==> src/rtl/alu_op_sequencer.sv <==
// alu_op_sequencer
//
// Multi-cycle command sequencer for a register-file/ALU processing unit.
// Each accepted command either writes an immediate straight into the
// register file (load) or reads two source registers, lets the ALU
// evaluate them and writes the ALU result back (ALU op). The sequencer
// owns every control input of the processing unit; the unit's read data
// (a, b) and ALU result feed back into it.
//
// Ports
//   clk           clock, all state changes on the rising edge
//   clr           synchronous active-high reset
//   cmd_valid     command present
//   cmd_ready     command can be accepted (IDLE and not in reset)
//   cmd_load      1 = load immediate, 0 = ALU operation
//   cmd_rs1/rs2   source register addresses
//   cmd_rd        destination register address
//   cmd_alu_ctrl  ALU opcode (000 add .. 111 xor, 011 = div)
//   cmd_imm       immediate value for loads
//   readreg1/2    register file read addresses
//   writereg      register file write address
//   data          register file write data
//   regwrite      register file write enable (WRITE state only)
//   alu_ctrl      ALU opcode
//   a, b          register read data (combinational from readreg1/2)
//   result        ALU output (combinational from a, b, alu_ctrl)
//   done          one-cycle completion pulse
//   done_result   value written, or 0 on divide-by-zero
//   err           one-cycle divide-by-zero pulse, coincident with done
//   busy          state is not IDLE
//   op_count      saturating count of successful completions

module alu_op_sequencer #(
  parameter int DATA_W = 32,
  parameter int ADDR_W = 5,
  parameter int CNT_W  = 16
) (
  input  logic              clk,
  input  logic              clr,
  input  logic              cmd_valid,
  output logic              cmd_ready,
  input  logic              cmd_load,
  input  logic [ADDR_W-1:0] cmd_rs1,
  input  logic [ADDR_W-1:0] cmd_rs2,
  input  logic [ADDR_W-1:0] cmd_rd,
  input  logic [2:0]        cmd_alu_ctrl,
  input  logic [DATA_W-1:0] cmd_imm,
  output logic [ADDR_W-1:0] readreg1,
  output logic [ADDR_W-1:0] readreg2,
  output logic [ADDR_W-1:0] writereg,
  output logic [DATA_W-1:0] data,
  output logic              regwrite,
  output logic [2:0]        alu_ctrl,
  input  logic [DATA_W-1:0] a,
  input  logic [DATA_W-1:0] b,
  input  logic [DATA_W-1:0] result,
  output logic              done,
  output logic [DATA_W-1:0] done_result,
  output logic              err,
  output logic              busy,
  output logic [CNT_W-1:0]  op_count
);

  localparam logic [2:0] OP_DIV = 3'b011;

  typedef enum logic [1:0] {
    S_IDLE  = 2'd0,
    S_READ  = 2'd1,
    S_EXEC  = 2'd2,
    S_WRITE = 2'd3
  } state_t;

  state_t              r_state;
  state_t              w_state_nxt;

  logic                w_accept;
  logic                w_div0;
  logic                w_unused_a;

  // Latched command fields that are not already held in an output register
  logic [ADDR_W-1:0]   r_rd;
  logic [DATA_W-1:0]   r_b_q;

  // Output registers
  logic [ADDR_W-1:0]   r_readreg1;
  logic [ADDR_W-1:0]   r_readreg2;
  logic [ADDR_W-1:0]   r_writereg;
  logic [DATA_W-1:0]   r_data;
  logic                r_regwrite;
  logic [2:0]          r_alu_ctrl;
  logic                r_done;
  logic [DATA_W-1:0]   r_done_result;
  logic                r_err;
  logic [CNT_W-1:0]    r_op_count;

  // Saturating increment for the completion counter
  function automatic logic [CNT_W-1:0] sat_inc(input logic [CNT_W-1:0] v);
    if (&v) begin
      return v;
    end
    return v + CNT_W'(1);
  endfunction

  assign cmd_ready = (r_state == S_IDLE) & ~clr;
  assign w_accept  = cmd_valid & cmd_ready;

  // The divisor was captured from b during READ; the opcode is still on
  // alu_ctrl, so the zero check is made against stable registered values.
  assign w_div0 = (r_alu_ctrl == OP_DIV) && (r_b_q == '0);

  // Operand a goes straight from the register file into the ALU; the
  // sequencer itself never needs its value.
  assign w_unused_a = ^a;

  // ---------------------------------------------------------------------
  // Control FSM: state register
  // ---------------------------------------------------------------------
  always_ff @(posedge clk) begin
    if (clr) begin
      r_state <= S_IDLE;
    end else begin
      r_state <= w_state_nxt;
    end
  end

  // ---------------------------------------------------------------------
  // Control FSM: next state
  // ---------------------------------------------------------------------
  always_comb begin
    w_state_nxt = r_state;
    case (r_state)
      S_IDLE: begin
        if (w_accept) begin
          w_state_nxt = cmd_load ? S_WRITE : S_READ;
        end
      end
      S_READ:  w_state_nxt = S_EXEC;
      S_EXEC:  w_state_nxt = S_WRITE;
      S_WRITE: w_state_nxt = S_IDLE;
      default: w_state_nxt = S_IDLE;
    endcase
  end

  // ---------------------------------------------------------------------
  // Command latch and divisor capture (no reset needed: always written
  // before being read within a command)
  // ---------------------------------------------------------------------
  always_ff @(posedge clk) begin
    if (w_accept) begin
      r_rd <= cmd_rd;
    end
    if (r_state == S_READ) begin
      r_b_q <= b;
    end
  end

  // ---------------------------------------------------------------------
  // Output registers. Values are loaded on the edge that enters the state
  // in which they are used, so they are stable for that whole cycle and
  // hold afterwards. Pulses (regwrite/done/err) default low each cycle.
  // ---------------------------------------------------------------------
  always_ff @(posedge clk) begin
    if (clr) begin
      r_readreg1    <= '0;
      r_readreg2    <= '0;
      r_writereg    <= '0;
      r_data        <= '0;
      r_regwrite    <= 1'b0;
      r_alu_ctrl    <= '0;
      r_done        <= 1'b0;
      r_done_result <= '0;
      r_err         <= 1'b0;
      r_op_count    <= '0;
    end else begin
      r_regwrite <= 1'b0;
      r_done     <= 1'b0;
      r_err      <= 1'b0;

      if (w_accept) begin
        if (cmd_load) begin
          // Load goes straight to WRITE next cycle
          r_writereg    <= cmd_rd;
          r_data        <= cmd_imm;
          r_regwrite    <= 1'b1;
          r_done        <= 1'b1;
          r_done_result <= cmd_imm;
        end else begin
          // Addresses/opcode presented for READ and held through EXEC
          r_readreg1 <= cmd_rs1;
          r_readreg2 <= cmd_rs2;
          r_alu_ctrl <= cmd_alu_ctrl;
        end
      end

      if (r_state == S_EXEC) begin
        // ALU result captured here becomes the WRITE-cycle data
        r_writereg    <= r_rd;
        r_data        <= result;
        r_regwrite    <= ~w_div0;
        r_done        <= 1'b1;
        r_err         <= w_div0;
        r_done_result <= w_div0 ? '0 : result;
      end

      // Count at the close of a successful WRITE cycle
      if ((r_state == S_WRITE) && !r_err) begin
        r_op_count <= sat_inc(r_op_count);
      end
    end
  end

  assign readreg1    = r_readreg1;
  assign readreg2    = r_readreg2;
  assign writereg    = r_writereg;
  assign data        = r_data;
  assign regwrite    = r_regwrite;
  assign alu_ctrl    = r_alu_ctrl;
  assign done        = r_done;
  assign done_result = r_done_result;
  assign err         = r_err;
  assign busy        = (r_state != S_IDLE);
  assign op_count    = r_op_count;

endmodule

==> config.mk <==
export PLATFORM = sky130hd
export DESIGN_NAME = alu_op_sequencer
export DESIGN_NICKNAME = d
export VERILOG_FILES = /design/src/rtl/alu_op_sequencer.sv
export SDC_FILE = /design/constraint.sdc
export NUM_CORES = 1
export LEC_CHECK = 0
export ABC_CLOCK_PERIOD_IN_PS = 1600
export CORE_ASPECT_RATIO = 0.7
export CORE_UTILIZATION = 35
export DETAILED_ROUTE_END_ITERATION = 12
export PLACE_DENSITY = 0.71
export SLEW_MARGIN = 20
export SYNTH_ARGS = -nofsm -noshare
export SYNTH_HDL_FRONTEND = slang
export SYNTH_SLANG_ARGS = --single-unit
==> constraint.sdc <==
create_clock -name clk -period 1.6 [get_ports clk]
set_input_delay 0.32 -clock clk [delete_from_list [all_inputs] [get_ports clk]]
set_output_delay 0.32 -clock clk [all_outputs]
set_load 0.02 [all_outputs]
# After elaboration in Yosys (flattened, before gate mapping)
# Cells that the tools add are included.
[word_totals] reg_bits=140 inputBits=150 out_inout_bits=103 wordCells=58
[classes] addsub=1 eq_ne=6 n_mux=19 n_bitwise=6 n_reduce_logical=13
[op_table] cell="$mux W32" n=5
[op_table] cell="$logic_not A32 Y1" n=1
[op_table] cell="$add A16 B1 Y16 const B" n=1
[op_table] cell="$mux W16" n=1
[op_table] cell="$reduce_and A16 Y1" n=1
[op_table] cell="$mux W5" n=3
[op_table] cell="$pmux W2 S4" n=1
[op_table] cell="$mux W1" n=7
[op_table] cell="$reduce_and A2 Y1" n=3
[op_table] cell="$reduce_bool A2 Y1" n=3
[op_table] cell="$eq A2 B2 Y1 const B" n=2
[op_table] cell="$mux W2" n=2
[op_table] cell="$ne A2 B2 Y1 const B" n=2
[op_table] cell="$not A1 Y1" n=4
[op_table] cell="$eq A3 B2 Y1 const B" n=1
[op_table] cell="$and A1 B1 Y1" n=2
[op_table] cell="$eq A2 B1 Y1 const B" n=1
[op_table] cell="$logic_and A1 B1 Y1" n=2
[op_table] cell="$logic_not A2 Y1" n=1
[op_table] cell="$reduce_or A2 Y1" n=1
[op_table] cell="$logic_not A1 Y1" n=1

# Logic depth before layout (Yosys ltp)
# Gate-level depths: netlist of run 1.
[logic_depth] word_depth=6 mapped_depth=8 depth_no_buf=6

# Worst setup path after synthesis of run 1
# Ideal clock, no wire load.
[synth_path] kind="reg-to-reg" startpoint="register r_op_count[0], in the netlist op_count[0]" endpoint="register r_op_count[5], in the netlist op_count[5]" setup_ns=0.119 t_arrival_ns=1.674 required_ns=1.481 setup_slack_ns=-0.193 path_stages_with_launch=7 n_path_buf=1 period_less_slack_ns=1.793 cell_sequence="dfxtp_1 > ha_1 > nand3_2 > nor4_4 > buf_2 > nor4_1 > o21bai_1"
[synth_between] elab_chain_cells=6 elab_cells_between_ends=8 cone_classes="add/sub (1); eq/ne (1); mux (4); reduce/logical (2)"
[synth_rtl] item="start: declaration" line="94" source="logic [CNT_W-1:0] r_op_count;"
[synth_rtl] item="start signal: assignment" line="207" source="r_op_count <= sat_inc(r_op_count);"
[synth_rtl] item="$reduce_and A16 Y1" line="98" source="if (&v) begin"
[synth_rtl] item="$mux W1" line="98"
[synth_rtl] item="$mux W1" line="206" source="if ((r_state == S_WRITE) && !r_err) begin"
[synth_rtl] item="$mux W1" line="163" source="if (clr) begin"
[synth_rtl] item="$ne A2 B2 Y1 (no line)"
[synth_rtl] item="$reduce_and A2 Y1 (no line)"
# Parallel ways exist; a longest one is shown, timed or not. The select of a mux whose other input is x is not followed.
# A chain may end at the register's enable or synchronous reset.

# Worst setup path in the final report of run 1
[layout_path] startpoint="register r_b_q[11]" endpoint="register r_done_result[30], in the netlist done_result[30]"
[layout_between] elab_chain_cells=4
[layout_rtl] item="start: declaration" line="82" source="logic [DATA_W-1:0] r_b_q;"
[layout_rtl] item="start signal: assignment" line="153" source="r_b_q <= b;"
[layout_rtl] item="$logic_not A32 Y1" line="109" source="assign w_div0 = (r_alu_ctrl == OP_DIV) && (r_b_q == '0);"
[layout_rtl] item="$logic_and A1 B1 Y1" line="109"
[layout_rtl] item="$mux W32" line="202" source="r_done_result <= w_div0 ? '0 : result;"
[layout_rtl] item="$mux W32" line="195" source="if (r_state == S_EXEC) begin"
[layout_rtl] item="end signal: assignment" line="186" source="r_done_result <= cmd_imm;"
[layout_rtl] item="end signal: assignment" line="202"
[layout_rtl] item="end: declaration" line="92" source="logic [DATA_W-1:0] r_done_result;"
# No other way between the ends.

==> results of run 1 <==
==> final cells by class <==
| cell class | instances | share of cell area (%) |
|---|---|---|
| multi-input combinational | 396 | 28.5 |
| inverter | 36 | 1.44 |
| sequential | 140 | 32.4 |
| timing repair buffer | 296 | 28.9 |
| clock buffer | 17 | 4.30 |
| tap | 225 | 2.84 |
| clock inverter | 15 | 1.57 |
==> report_power, final <==
part           internal, mW  switching, mW
Sequential             4.35          0.287
Combinational          1.86           2.26
Clock                  2.20           1.75
==> final timing paths <==
path	start	end	slack [ns]	depth (start not counted)
setup / recovery	r_b_q[11]	done_result[30]	-0.14	7
hold / removal	clr	writereg[4]	0.36	3
setup reg to reg	r_b_q[11]	done_result[30]	-0.14	7
hold reg to reg	readreg2[2]	readreg2[2]	0.45	2
==> flip-flops by register name (all words and copies together), names as in the netlist <==
signal,flops
data,32
r_state,2
alu_ctrl,3
r_b_q,32
done_result,32
regwrite,1
readreg1,5
done,1
err,1
readreg2,5
op_count,16
r_rd,5
writereg,5
==> layer usage <==
metal / vias up / global-route usage, % / wire (um) / part of all wire, %
met4: 0 / 7.28 / 221 / 1.2
li1: 2724 / - / - / -
met1: 2593 / 27.9 / 8860 / 47
met3: 20 / 7.61 / 1620 / 8.6
met5: - / 0 / 0 / 0
met2: 203 / 30.0 / 8120 / 43
==> cells by family (layout without fill, tap and decap cells) <==
| group | after synthesis | in the layout |
|---|---|---|
| buffers and inverters | 77 | 364 |
| AND/OR/NAND/NOR | 206 | 206 |
| adder cells (fa/ha/maj) | 6 | 6 |
| AO/OA/AOI/OAI | 169 | 169 |
| flip-flops | 140 | 140 |
| XOR/XNOR | 1 | 1 |
| multiplexers | 14 | 14 |
==> metrics by stage <==
stage	instance area, um2	setup WS [ns]	total power [mW]
final	9900	-0.143	12.7
after global routing	9900	-0.270	13.3
after CTS	9250	-0.171	12.3
after detailed placement	8740	-0.255	8.57
after global placement	8740	-0.227	8.53
after floorplan	5830	0.000100	6.64
==> placed cells by master (no fill, tap or decap), types with 3 or more instances in the layout <==
master,netlist,final
nand4_1,5,5
edfxtp_1,37,37
o21ai_1,4,4
dfxtp_2,0,10
clkbuf_16,0,22
or3_1,8,7
inv_6,0,4
nor2_1,16,15
nand3_1,5,4
a21oi_1,55,38
a21oi_2,0,17
dlygate4sd2_1,0,92
clkdlybuf4s15_1,0,7
a21o_1,33,33
nand2_1,131,97
inv_4,0,3
nand2_2,0,10
o21ai_0,4,4
a211oi_1,3,3
clkdlybuf4s50_1,0,116
mux2i_1,6,6
buf_4,0,59
buf_12,0,8
mux2_1,3,3
nand2_4,0,24
buf_6,0,5
nor3_1,5,4
dfxtp_1,103,87
o32ai_1,31,30
inv_1,36,33
dfxtp_4,0,6
nor4_1,10,8
a21boi_0,31,31
ha_4,0,3
mux2_4,0,5
nor2b_1,6,5
inv_8,0,5
==> timing repair <==
| item | CTS | global route |
|---|---|---|
| gates cloned | 0 | 6 |
| gates resized for setup | 131 | 128 |
| endpoints found under the setup margin | 174 | 98 |
| buffers inserted | 0 | 6 |
| pin swaps | 2 | 71 |
==> critical path, cell delays in order, from the launching register on <==
cell      delay [ns]
edfxtp_1        0.38
nor4_2          0.27
buf_4           0.15
nand4_1         0.09
buf_4           0.17
nor3_4          0.21
buf_12          0.22
o32ai_1         0.10
==> impl_results.md, run 1 <==
- Number of synthesis warnings: 0
- Xor/xnor cell area share of the yosys netlist: 0.151%
- Final count of pins violating max slew: 0
- Mapped Cells: 613
- Clk slew on worst S/H paths: 0.06 ns
- Top cells by instance count after synthesis: 131 x nand2_1, 103 x dfxtp_1, 55 x a21oi_1, 37 x edfxtp_1, 36 x inv_1
- Status: finished, violations left
- Dpl cells: 1081
- Layout cell share with drive strength beyond 1: 23.9%
- Post-synth top flop: dfxtp_1
- Largest area contributor in the netlist: dfxtp_1
- Min Tclk post-route: 1.74 ns
- Crit. End Element: register
- Clk Latency, worst-skew pair: 0.43 ns
- Largest family of logic cells by synthesized area: compound AO/OA/AOI/OAI gates
- CTS tree: yes
- Max Freq: 574 MHz
- Placed wire-length estimate: 11800 um
- Mapped Area: 5820 um2
- P_leak: 4.27 nW
- Hold_ws: 0.364 ns
- Register Area: 3210 um2
- Area share of and/or/nand/nor cells after synthesis: 16.4%
- Most common cell in the synthesized netlist: nand2_1
- CTS Hold Bufs: 0
- Final nets: 1043
- Violated checks: negative setup slack
- First-pass GRT wire length: 26700 um
- Core area: 16300 um2
- Routed Antenna Nets: 0
- Main area contributors after synthesis: dfxtp_1 35%, edfxtp_1 19%, nand2_1 8.5%
- Worst VDD drop: 0.669 mV
- Mux share of post-synthesis cell area: 2.58%
- Final Setup Violations: 53
- Startpoint Class: register
- Final wirelength: 18800 um
- Share of the core filled with cells: 60.8%
- Crit path kind: register to register
- Vias: 5540
- Crit Path Max Fanout: 32
- Number of top-level pins: 253
- Period utilization: 109%
- Adder-cell share of the synthesized area: 1.29%
- Setup TNS: -4.43 ns
- Synthesis-to-layout area growth: 70.3%
- Transition time of the tightest slew-check pin: 0.556 ns
- Final Hold Vio Count: 0
- Residual DRC: 0
- Global-route usage over all layers: 20.6%
- DIE AREA: 17100 um2
- Worst-case clock buffer depth: 2
- Final cell count without fillers: 1125
- Global placer's final weighted congestion: 0.799
- Unique cell type count in the Yosys netlist: 47
- Number of fill cells: 1440
- First DRT Iteration DRCs: 301
- Area taken by multi-input logic gates: 2830 um2
- Post-synthesis register bit count: 140
- Vias in the first global route: 5044
- Unrepaired setup endpoints after global routing: yes
- Initial antenna violation count: 0
- Drt wl/cell: 16.7 um
- TritonCTS sink count: 140
- Min-Delay Path Class: input pin to register
- Starting Density: 35.7%
- DRT Pass-1 Iters: 7
- CTS H-tree depth: 4
- Pwr dens: 1280 nW/um2
- Pin count of the biggest net entering global routing: 61
- Fin worst setup slack: -0.143 ns
- FFs w/ async S/R, synth: 0%
- Chip height: 110 um
- Post-Syn Area per Cell: 9.49 um2
- CTS root buf: clkbuf_16
- Syn_nets: 769
- Die X: 156 um
- Post-synth EDFFs: 37
- Rel. slew slack: 62.9%
- Port Buffers: 220
- Ant diodes: 0
- Total of max-cap violations: 0
- CTS Buf Count: 17
- Clk_skew: 0.0105 ns
- FP Rows: 39
- GRT Residual Overflow: 0
- CP required: 1.90 ns
- Post-synthesis compound-gate area fraction: 19.9%
- Share of the synthesized area in the top cell type: 35.4%
- Vias per cell: 4.92
- CP arrival: 2.05 ns
- Sequential share of the synthesized area: 54.5%
Power figures use the tool's default switching activity.
==> inputs of run 2 (changes only) <==
--- a/config.mk
+++ b/config.mk
@@ -7,9 +7,9 @@
 export LEC_CHECK = 0
 export ABC_CLOCK_PERIOD_IN_PS = 1600
 export CORE_ASPECT_RATIO = 0.7
-export CORE_UTILIZATION = 35
+export CORE_UTILIZATION = 38
 export DETAILED_ROUTE_END_ITERATION = 12
-export PLACE_DENSITY = 0.71
+export PLACE_DENSITY = 0.76
 export SLEW_MARGIN = 20
 export SYNTH_ARGS = -nofsm -noshare
 export SYNTH_HDL_FRONTEND = slang
==> run 2 against run 1 <==
Effect of this change:
- the flow still finishes with violations (negative setup slack)
- die area down 7.8%
- setup slack better by 0.083 ns
- critical path depth down 1
- cell area up 0.93%
- first-iteration DRC count down 19%
- flip-flop and latch count unchanged
- core utilization up 6.7 points
- cell count down 2.7%
- global-route usage up 2.1 points
- combinational power up 3%
==> impl_results.md, run 2 (synthesis gave the netlist of run 1 again) <==
- TritonCTS sink count: 140 (unchanged)
- CTS tree: yes (unchanged)
- Worst VDD drop: 0.787 mV (was 0.669 mV)
- Die X: 150 um (was 156 um)
- CTS H-tree depth: 4 (unchanged)
- Wire length on met3: 1390 um (was 1620 um)
- Number of top-level pins: 253 (unchanged)
- FP Rows: 37 (was 39)
- Status: finished, violations left (unchanged)
- Hold Path Origin: clr (unchanged)
- Core area: 14800 um2 (was 16300 um2)
- CTS Hold Bufs: 0 (unchanged)
- Crit path kind: register to output port (was register to register)
- GRT Residual Overflow: 0 (unchanged)
- Residual DRC: 0 (unchanged)
- Worst slack at placement: -0.265 ns (was -0.255 ns)
- Rel. slew slack: 62.9% (about the same)
- Register Area: 3210 um2 (about the same)
- Vias in the first global route: 5143 (was 5044)
- Fin worst setup slack: -0.0603 ns (was -0.143 ns)
- Crit. End Element: output port (was register)
- Number of fill cells: 1227 (was 1440)
- Area taken by multi-input logic gates: 2940 um2 (was 2830 um2)
- Vias: 5602 (was 5540)
- Final Hold Vio Count: 0 (unchanged)
- Final nets: 1043 (unchanged)
- Clk Latency, worst-skew pair: 0.41 ns (was 0.43 ns)
- Min Tclk post-route: 1.66 ns (was 1.74 ns)
- Post-route design area: 10000 um2 (was 9900 um2)
- Startpoint Class: register (unchanged)
- Period utilization: 104% (was 109%)
- DIE AREA: 15800 um2 (was 17100 um2)
- Uppermost layer routed: met4 (unchanged)
- CTS root buf: clkbuf_16 (unchanged)
- Total of max-cap violations: 0 (unchanged)
- Ant diodes: 0 (unchanged)
- Crit Path Max Fanout: 3 (was 32)
- First-pass GRT wire length: 27400 um (was 26700 um)
- Hold EP: op_count[8] (was writereg[4])
- Final wirelength: 18800 um (about the same)
- DP Area: 8590 um2 (was 8740 um2)
- Chip height: 106 um (was 110 um)
- Pwr Total: 12.7 mW (about the same)
- Hold_ws: 0.338 ns (was 0.364 ns)
- Max Freq: 602 MHz (was 574 MHz)
- Worst-case clock buffer depth: 2 (unchanged)
- Commonest cells after routing, fill and taps aside: 116 x clkdlybuf4s50_1, 100 x dlygate4sd2_1, 99 x nand2_1, 89 x dfxtp_1, 53 x buf_4 (was 116 x clkdlybuf4s50_1, 97 x nand2_1, 92 x dlygate4sd2_1, 87 x dfxtp_1, 59 x buf_4)
- Pwr dens: 1270 nW/um2 (was 1280 nW/um2)
- Unrepaired setup endpoints after global routing: yes (unchanged)
- FF-to-FF path depth: 8 (was 7)
- Hold Path Cell Cnt: 3 (unchanged)
- Met2 routed WL: 8850 um (was 8120 um)
- P_leak: 4.26 nW (was 4.27 nW)
- Layout cell share with drive strength beyond 1: 26.6% (was 23.9%)
- R2R Path Start: r_state[0] (was r_b_q[11])
- Routed Antenna Nets: 0 (unchanged)
- Initial antenna violation count: 0 (unchanged)
- Synthesis-to-layout area growth: 71.8% (was 70.3%)
- Final count of pins violating max slew: 0 (unchanged)
- First DRT Iteration DRCs: 244 (was 301)
- Global-route usage over all layers: 22.7% (was 20.6%)
- Port Buffers: 220 (unchanged)
- Critical path startpoint: r_state[0] (was r_b_q[11])
- Critical R2R Capture: done_result[17] (was done_result[30])
- Vias per cell: 5.12 (was 4.92)
- Final Setup Violations: 40 (was 53)
- Placed wire-length estimate: 11700 um (was 11800 um)
- Worst R2R Setup Slack: -0.06 ns (was -0.14 ns)
- Starting Density: 39.3% (was 35.7%)
- Most common cell after layout, fill and taps aside: clkdlybuf4s50_1 (unchanged)
- CP arrival: 1.34 ns (was 2.05 ns)
- Pin count of the biggest net entering global routing: 53 (was 61)
- Clk slew on worst S/H paths: 0.06 ns (about the same)
- DRT Pass-1 Iters: 4 (was 7)
- Global placer's final weighted congestion: 0.791 (was 0.799)
- Drt wl/cell: 17.1 um (was 16.7 um)
- CTS Buf Count: 17 (unchanged)
- Clk_skew: 0.0112 ns (was 0.0105 ns)
- Transition time of the tightest slew-check pin: 0.556 ns (about the same)
- CP required: 1.28 ns (was 1.90 ns)
- Violated checks: negative setup slack (unchanged)
- Min-Delay Path Class: input pin to register (unchanged)
- M1 wire length: 8350 um (was 8860 um)
## run 2: cell types whose count changed in the layout (fill, tap and decap cells not counted), moves of 7 or more
cell             change
nand2_4             -11
o32ai_2             +13
dlygate4sd2_1        +8
nand2_2              +9
o32ai_1             -13
a21boi_0            -10
clkdlybuf4s15_1      -7
a21boi_1             +7
## run 2: repair_timing
item	CTS	global route
pin swaps	13	65
buffers inserted	11	9
gates cloned	4	4
endpoints found under the setup margin	155	90
gates resized for setup	155	135
## run 2: area by class of cell
cell class / count / area share, %
clock buffers: 17 / 4.26
clock inverters: 15 / 1.40
inverters: 36 / 1.43
multi-input cells: 396 / 29.4
flip-flops and latches: 140 / 32.1
well taps: 195 / 2.44
repair buffers: 296 / 29.0
## run 2: through the flow
step | util (%) | setup TNS (ns) | std cells
finish | 67.5 | -1.53 | 1095
global route | 67.5 | -6.71 | 1095
CTS | 63.3 | -2.30 | 1086
detailed placement | 58.0 | -19.19 | 1039
global placement | 58.0 | -17.27 | 1039
floorplan | - | 0 | 613
## run 2: how the worst max path moves through the flow
stage / endpoint / slack (ns)
3_5_place_dp: done_result[11] / -0.26
6_report: cmd_ready / -0.06
2_1_floorplan: cmd_ready / 0.0001
3_3_place_gp: data[11] / -0.22
5_1_grt: done_result[17] / -0.16
4_1_cts: done_result[1] / -0.10
## run 2: worst max-delay path, stage by stage, from the launching register on
cell	delay (ns)
dfxtp_4	0.38
inv_4	0.05
ha_4	0.16
buf_12	0.12
inv_6	0.06
nor2_4	0.04
buf_6	0.12
## run 2: power breakdown
part | internal [mW] | switching, mW
clock | 2.07 | 1.76
sequential | 4.35 | 0.304
combinational | 1.95 | 2.28
## run 2: per-layer routing
metal	track usage, %	vias up
li1	-	2726
met1	30.7	2674
met2	35.1	189
met3	7.40	13
met4	5.12	0
met5	0	-
==> inputs of run 3 (changes only) <==
--- a/config.mk
+++ b/config.mk
@@ -5,11 +5,11 @@
 export SDC_FILE = /design/constraint.sdc
 export NUM_CORES = 1
 export LEC_CHECK = 0
-export ABC_CLOCK_PERIOD_IN_PS = 1600
+export ABC_CLOCK_PERIOD_IN_PS = 2000
 export CORE_ASPECT_RATIO = 0.7
-export CORE_UTILIZATION = 38
+export CORE_UTILIZATION = 46
 export DETAILED_ROUTE_END_ITERATION = 12
-export PLACE_DENSITY = 0.76
+export PLACE_DENSITY = 0.86
 export SLEW_MARGIN = 20
 export SYNTH_ARGS = -nofsm -noshare
 export SYNTH_HDL_FRONTEND = slang
==> constraint.sdc (replaced) <==
create_clock -name clk -period 2 [get_ports clk]
set_input_delay 0.5 -clock clk [delete_from_list [all_inputs] [get_ports clk]]
set_output_delay 0.5 -clock clk [all_outputs]
set_load 0.02 [all_outputs]
==> run 3 against run 2 <==
Effect of this change:
- the run now ends clean
- sequential share of layout area is 3.8 points higher
- setup slack improved by 0.11 ns
- die area down 17%
- non-clock buffer count fell by 55
- clock skew is 0.0012 ns higher
- clock power decreased by 20%
- total power down 23%
- core utilization is 6.2 points higher
- critical endpoint is now op_count[1]
- highest routed layer unchanged
==> impl_results.md, run 3 (synthesis gave the netlist of run 1 again) <==
- CP required: 1.50 ns (was 1.28 ns)
- Worst-case clock buffer depth: 2 (unchanged)
- Synthesis-to-layout area growth: 52.1% (was 71.8%)
- Vias per cell: 5.46 (was 5.12)
- Initial antenna violation count: 0 (unchanged)
- GRT Residual Overflow: 0 (unchanged)
- Starting Density: 48.4% (was 39.3%)
- Placed wire-length estimate: 11700 um (about the same)
- Hold EP: readreg1[0] (was op_count[8])
- CTS H-tree depth: 4 (unchanged)
- GR Layer Usage met3: 8.64% (was 7.40%)
- Worst path slowest cell: clkdlybuf4s50_1 (was dfxtp_4)
- DIE AREA: 13100 um2 (was 15800 um2)
- Number of top-level pins: 253 (unchanged)
- Post-CTS Setup Repair Bufs: 0 (was 11)
- FP Rows: 33 (was 37)
- Flop pwr share: 38.2% (was 36.6%)
- Ant diodes: 0 (unchanged)
- Clk slew on worst S/H paths: 0.06 ns (about the same)
- CP max stage delay: 0.65 ns (was 0.38 ns)
- Global route hottest layer: met2 (unchanged)
- FF-to-FF path depth: 5 (was 8)
- Max Freq: 512 MHz
- Final Hold Vio Count: 0 (unchanged)
- Top Family by Delay on Critical Path: buffers and inverters (was flip-flops)
- Commonest cells after routing, fill and taps aside: 205 x clkdlybuf4s50_1, 131 x nand2_1, 102 x dfxtp_1, 55 x a21oi_1, 37 x edfxtp_1 (was 116 x clkdlybuf4s50_1, 100 x dlygate4sd2_1, 99 x nand2_1, 89 x dfxtp_1, 53 x buf_4)
- CTS Buf Count: 17 (unchanged)
- Port Buffers: 220 (unchanged)
- Routing usage on met1: 30.1% (was 30.7%)
- Final wirelength: 17100 um (was 18800 um)
- Transition time of the tightest slew-check pin: 0.685 ns (was 0.556 ns)
- Switch Pwr: 3.07 mW (was 4.35 mW)
- Pin count of the biggest net entering global routing: 50 (was 53)
- Status: finished, final reports clean (was finished, violations left)
- Hold Path Cell Cnt: 2 (was 3)
- Crit. End Element: output port (unchanged)
- Pwr dens: 1100 nW/um2 (was 1270 nW/um2)
- Final Setup Violations: 0 (was 40)
- TritonCTS sink count: 140 (unchanged)
- CTS tree: yes (unchanged)
- Min Tclk post-route: 1.95 ns
- Total of max-cap violations: 0 (unchanged)
- Critical path buffers and inverters: 1 (was 4)
- P_leak: 3.40 nW (was 4.26 nW)
- First-pass GRT wire length: 26600 um (was 27400 um)
- Share of the core filled with cells: 73.7% (was 67.5%)
- R2R Path Start: r_b_q[8] (was r_state[0])
- Worst R2R Setup Slack: 0.18 ns (was -0.06 ns)
- Post-route design area: 8850 um2 (was 10000 um2)
- First DRT Iteration DRCs: 285 (was 244)
- Crit path kind: register to output port (unchanged)
- Final count of pins violating max slew: 0 (unchanged)
- Min-Delay Path Class: register to register (was input pin to register)
- Drt wl/cell: 17.1 um (about the same)
- Layout cell share with drive strength beyond 1: 8.52% (was 26.6%)
- Startpoint Class: register (unchanged)
- Global-route usage over all layers: 26.5% (was 22.7%)
- Vias: 5470 (was 5602)
- Global placer's final weighted congestion: 0.846 (was 0.791)
- Core area: 12000 um2 (was 14800 um2)
- Crit Path Max Fanout: 5 (was 3)
- DP Area: 8270 um2 (was 8590 um2)
- Clk_skew: 0.0123 ns (was 0.0112 ns)
- Most common cell after layout, fill and taps aside: clkdlybuf4s50_1 (unchanged)
- Clk Latency, worst-skew pair: 0.41 ns (about the same)
- Rel. slew slack: 54.4% (was 62.9%)
- Period utilization: 97.6%
- Clock network power share: 31.5% (was 30.2%)
- Vias in the first global route: 5523 (was 5143)
- Final nets: 988 (was 1043)
- Hold Path Origin: readreg1[0] (was clr)
- Residual DRC: 0 (unchanged)
- CP arrival: 1.45 ns (was 1.34 ns)
- Unrepaired setup endpoints after global routing: no (was yes)
- Sw Share: 31.5% (was 34.2%)
- Die X: 136 um (was 150 um)
- CTS root buf: clkbuf_16 (unchanged)
- Critical R2R Capture: done_result[22] (was done_result[17])
- Met2 Use GR: 45.6% (was 35.1%)
- Worst VDD drop: 0.746 mV (was 0.787 mV)
- Chip height: 96.1 um (was 106 um)
- Worst path cell trace: clkdlybuf4s50_1 (was inv_4 > ha_4 > buf_12 > inv_6 > nor2_4 > buf_6)
- DRT Pass-1 Iters: 5 (was 4)
- Int Power: 6.68 mW (was 8.37 mW)
- Routed Antenna Nets: 0 (unchanged)
- Combinational power share: 30.3% (was 33.3%)
-- run 3: changes by cell type in the layout (fill, tap and decap cells not counted), sizes merged --
cell | previous run | this run
buf | 76 | 23
bufinv | 0 | 2
clkbuf | 20 | 18
clkdlybuf4s50 | 116 | 205
clkinv | 0 | 4
clkinvlp | 3 | 6
dlygate4sd2 | 100 | 7
dlymetal6s2s | 0 | 5
inv | 48 | 38
-- run 3: routing by layer --
| layer | vias up | wire (um) |
|---|---|---|
| met1 | 2607 | 6810 |
| met3 | 33 | 1360 |
| met5 | - | 0 |
| li1 | 2596 | - |
| met2 | 234 | 8520 |
| met4 | 0 | 459 |
-- run 3: metrics by stage --
| stage | total power, mW | hold WS (ns) | TNS, ns | setup slack, ns | instances |
|---|---|---|---|---|---|
| after floorplan | 5.31 | 0.456 | 0 | 0.0401 | 613 |
| after global placement | 6.56 | 0.444 | -0.685 | -0.0612 | 970 |
| after CTS | 9.79 | 0.459 | 0 | 0.000126 | 1002 |
| final | 9.75 | 0.454 | 0 | 0.0480 | 1002 |
| after detailed placement | 6.70 | 0.449 | -1.53 | -0.122 | 970 |
| after global routing | 10.2 | 0.477 | 0 | 0.00350 | 1002 |
-- run 3: what timing repair did --
action / 4_1_cts / 5_1_grt
cloned: 0 / 0
gates resized for setup: 17 / 8
hold buffers: 0 / 0
endpoints found under the hold margin: 0 / 0
endpoints found under the setup margin: 9 / 7
-- run 3: final cells by class --
| class | count | area (um2) |
|---|---|---|
| sequential | 140 | 3170 |
| clock inverter | 14 | 146 |
| timing repair buffer | 241 | 2400 |
| clock buffer | 18 | 429 |
| multi-input combinational | 396 | 2360 |
| fill | 819 | 3170 |
| inverter | 36 | 135 |
| tap | 157 | 196 |
-- run 3: power groups by stage --
stage	clock [mW]	combinational, mW	sequential (mW)
6_report	3.07	2.96	3.72
5_1_grt	3.26	3.17	3.78
4_1_cts	3.10	2.96	3.72
3_5_place_dp	0	2.93	3.77
3_3_place_gp	0	2.83	3.73
2_1_floorplan	0	1.17	4.14
-- run 3: worst max path at each step --
stage | slack, ns | to | cells past startpoint | startpoint
2_1_floorplan | 0.04 | cmd_ready | 4 | clr
3_3_place_gp | -0.06 | readreg1[3] | 5 | cmd_load
3_5_place_dp | -0.12 | readreg2[0] | 5 | cmd_load
4_1_cts | 0.0001 | cmd_ready | 5 | r_state[1]
5_1_grt | 0.004 | op_count[14] | 1 | op_count[14]
6_report | 0.05 | op_count[1] | 1 | op_count[1]
-- run 3: worst reg2reg max path, cell delays in order (launching register included) --
cell and delay [ns]:
edfxtp_1 0.36, nor4_1 0.40, nand4_1 0.28, nor3_4 0.28, buf_12 0.22, o32ai_1 0.13
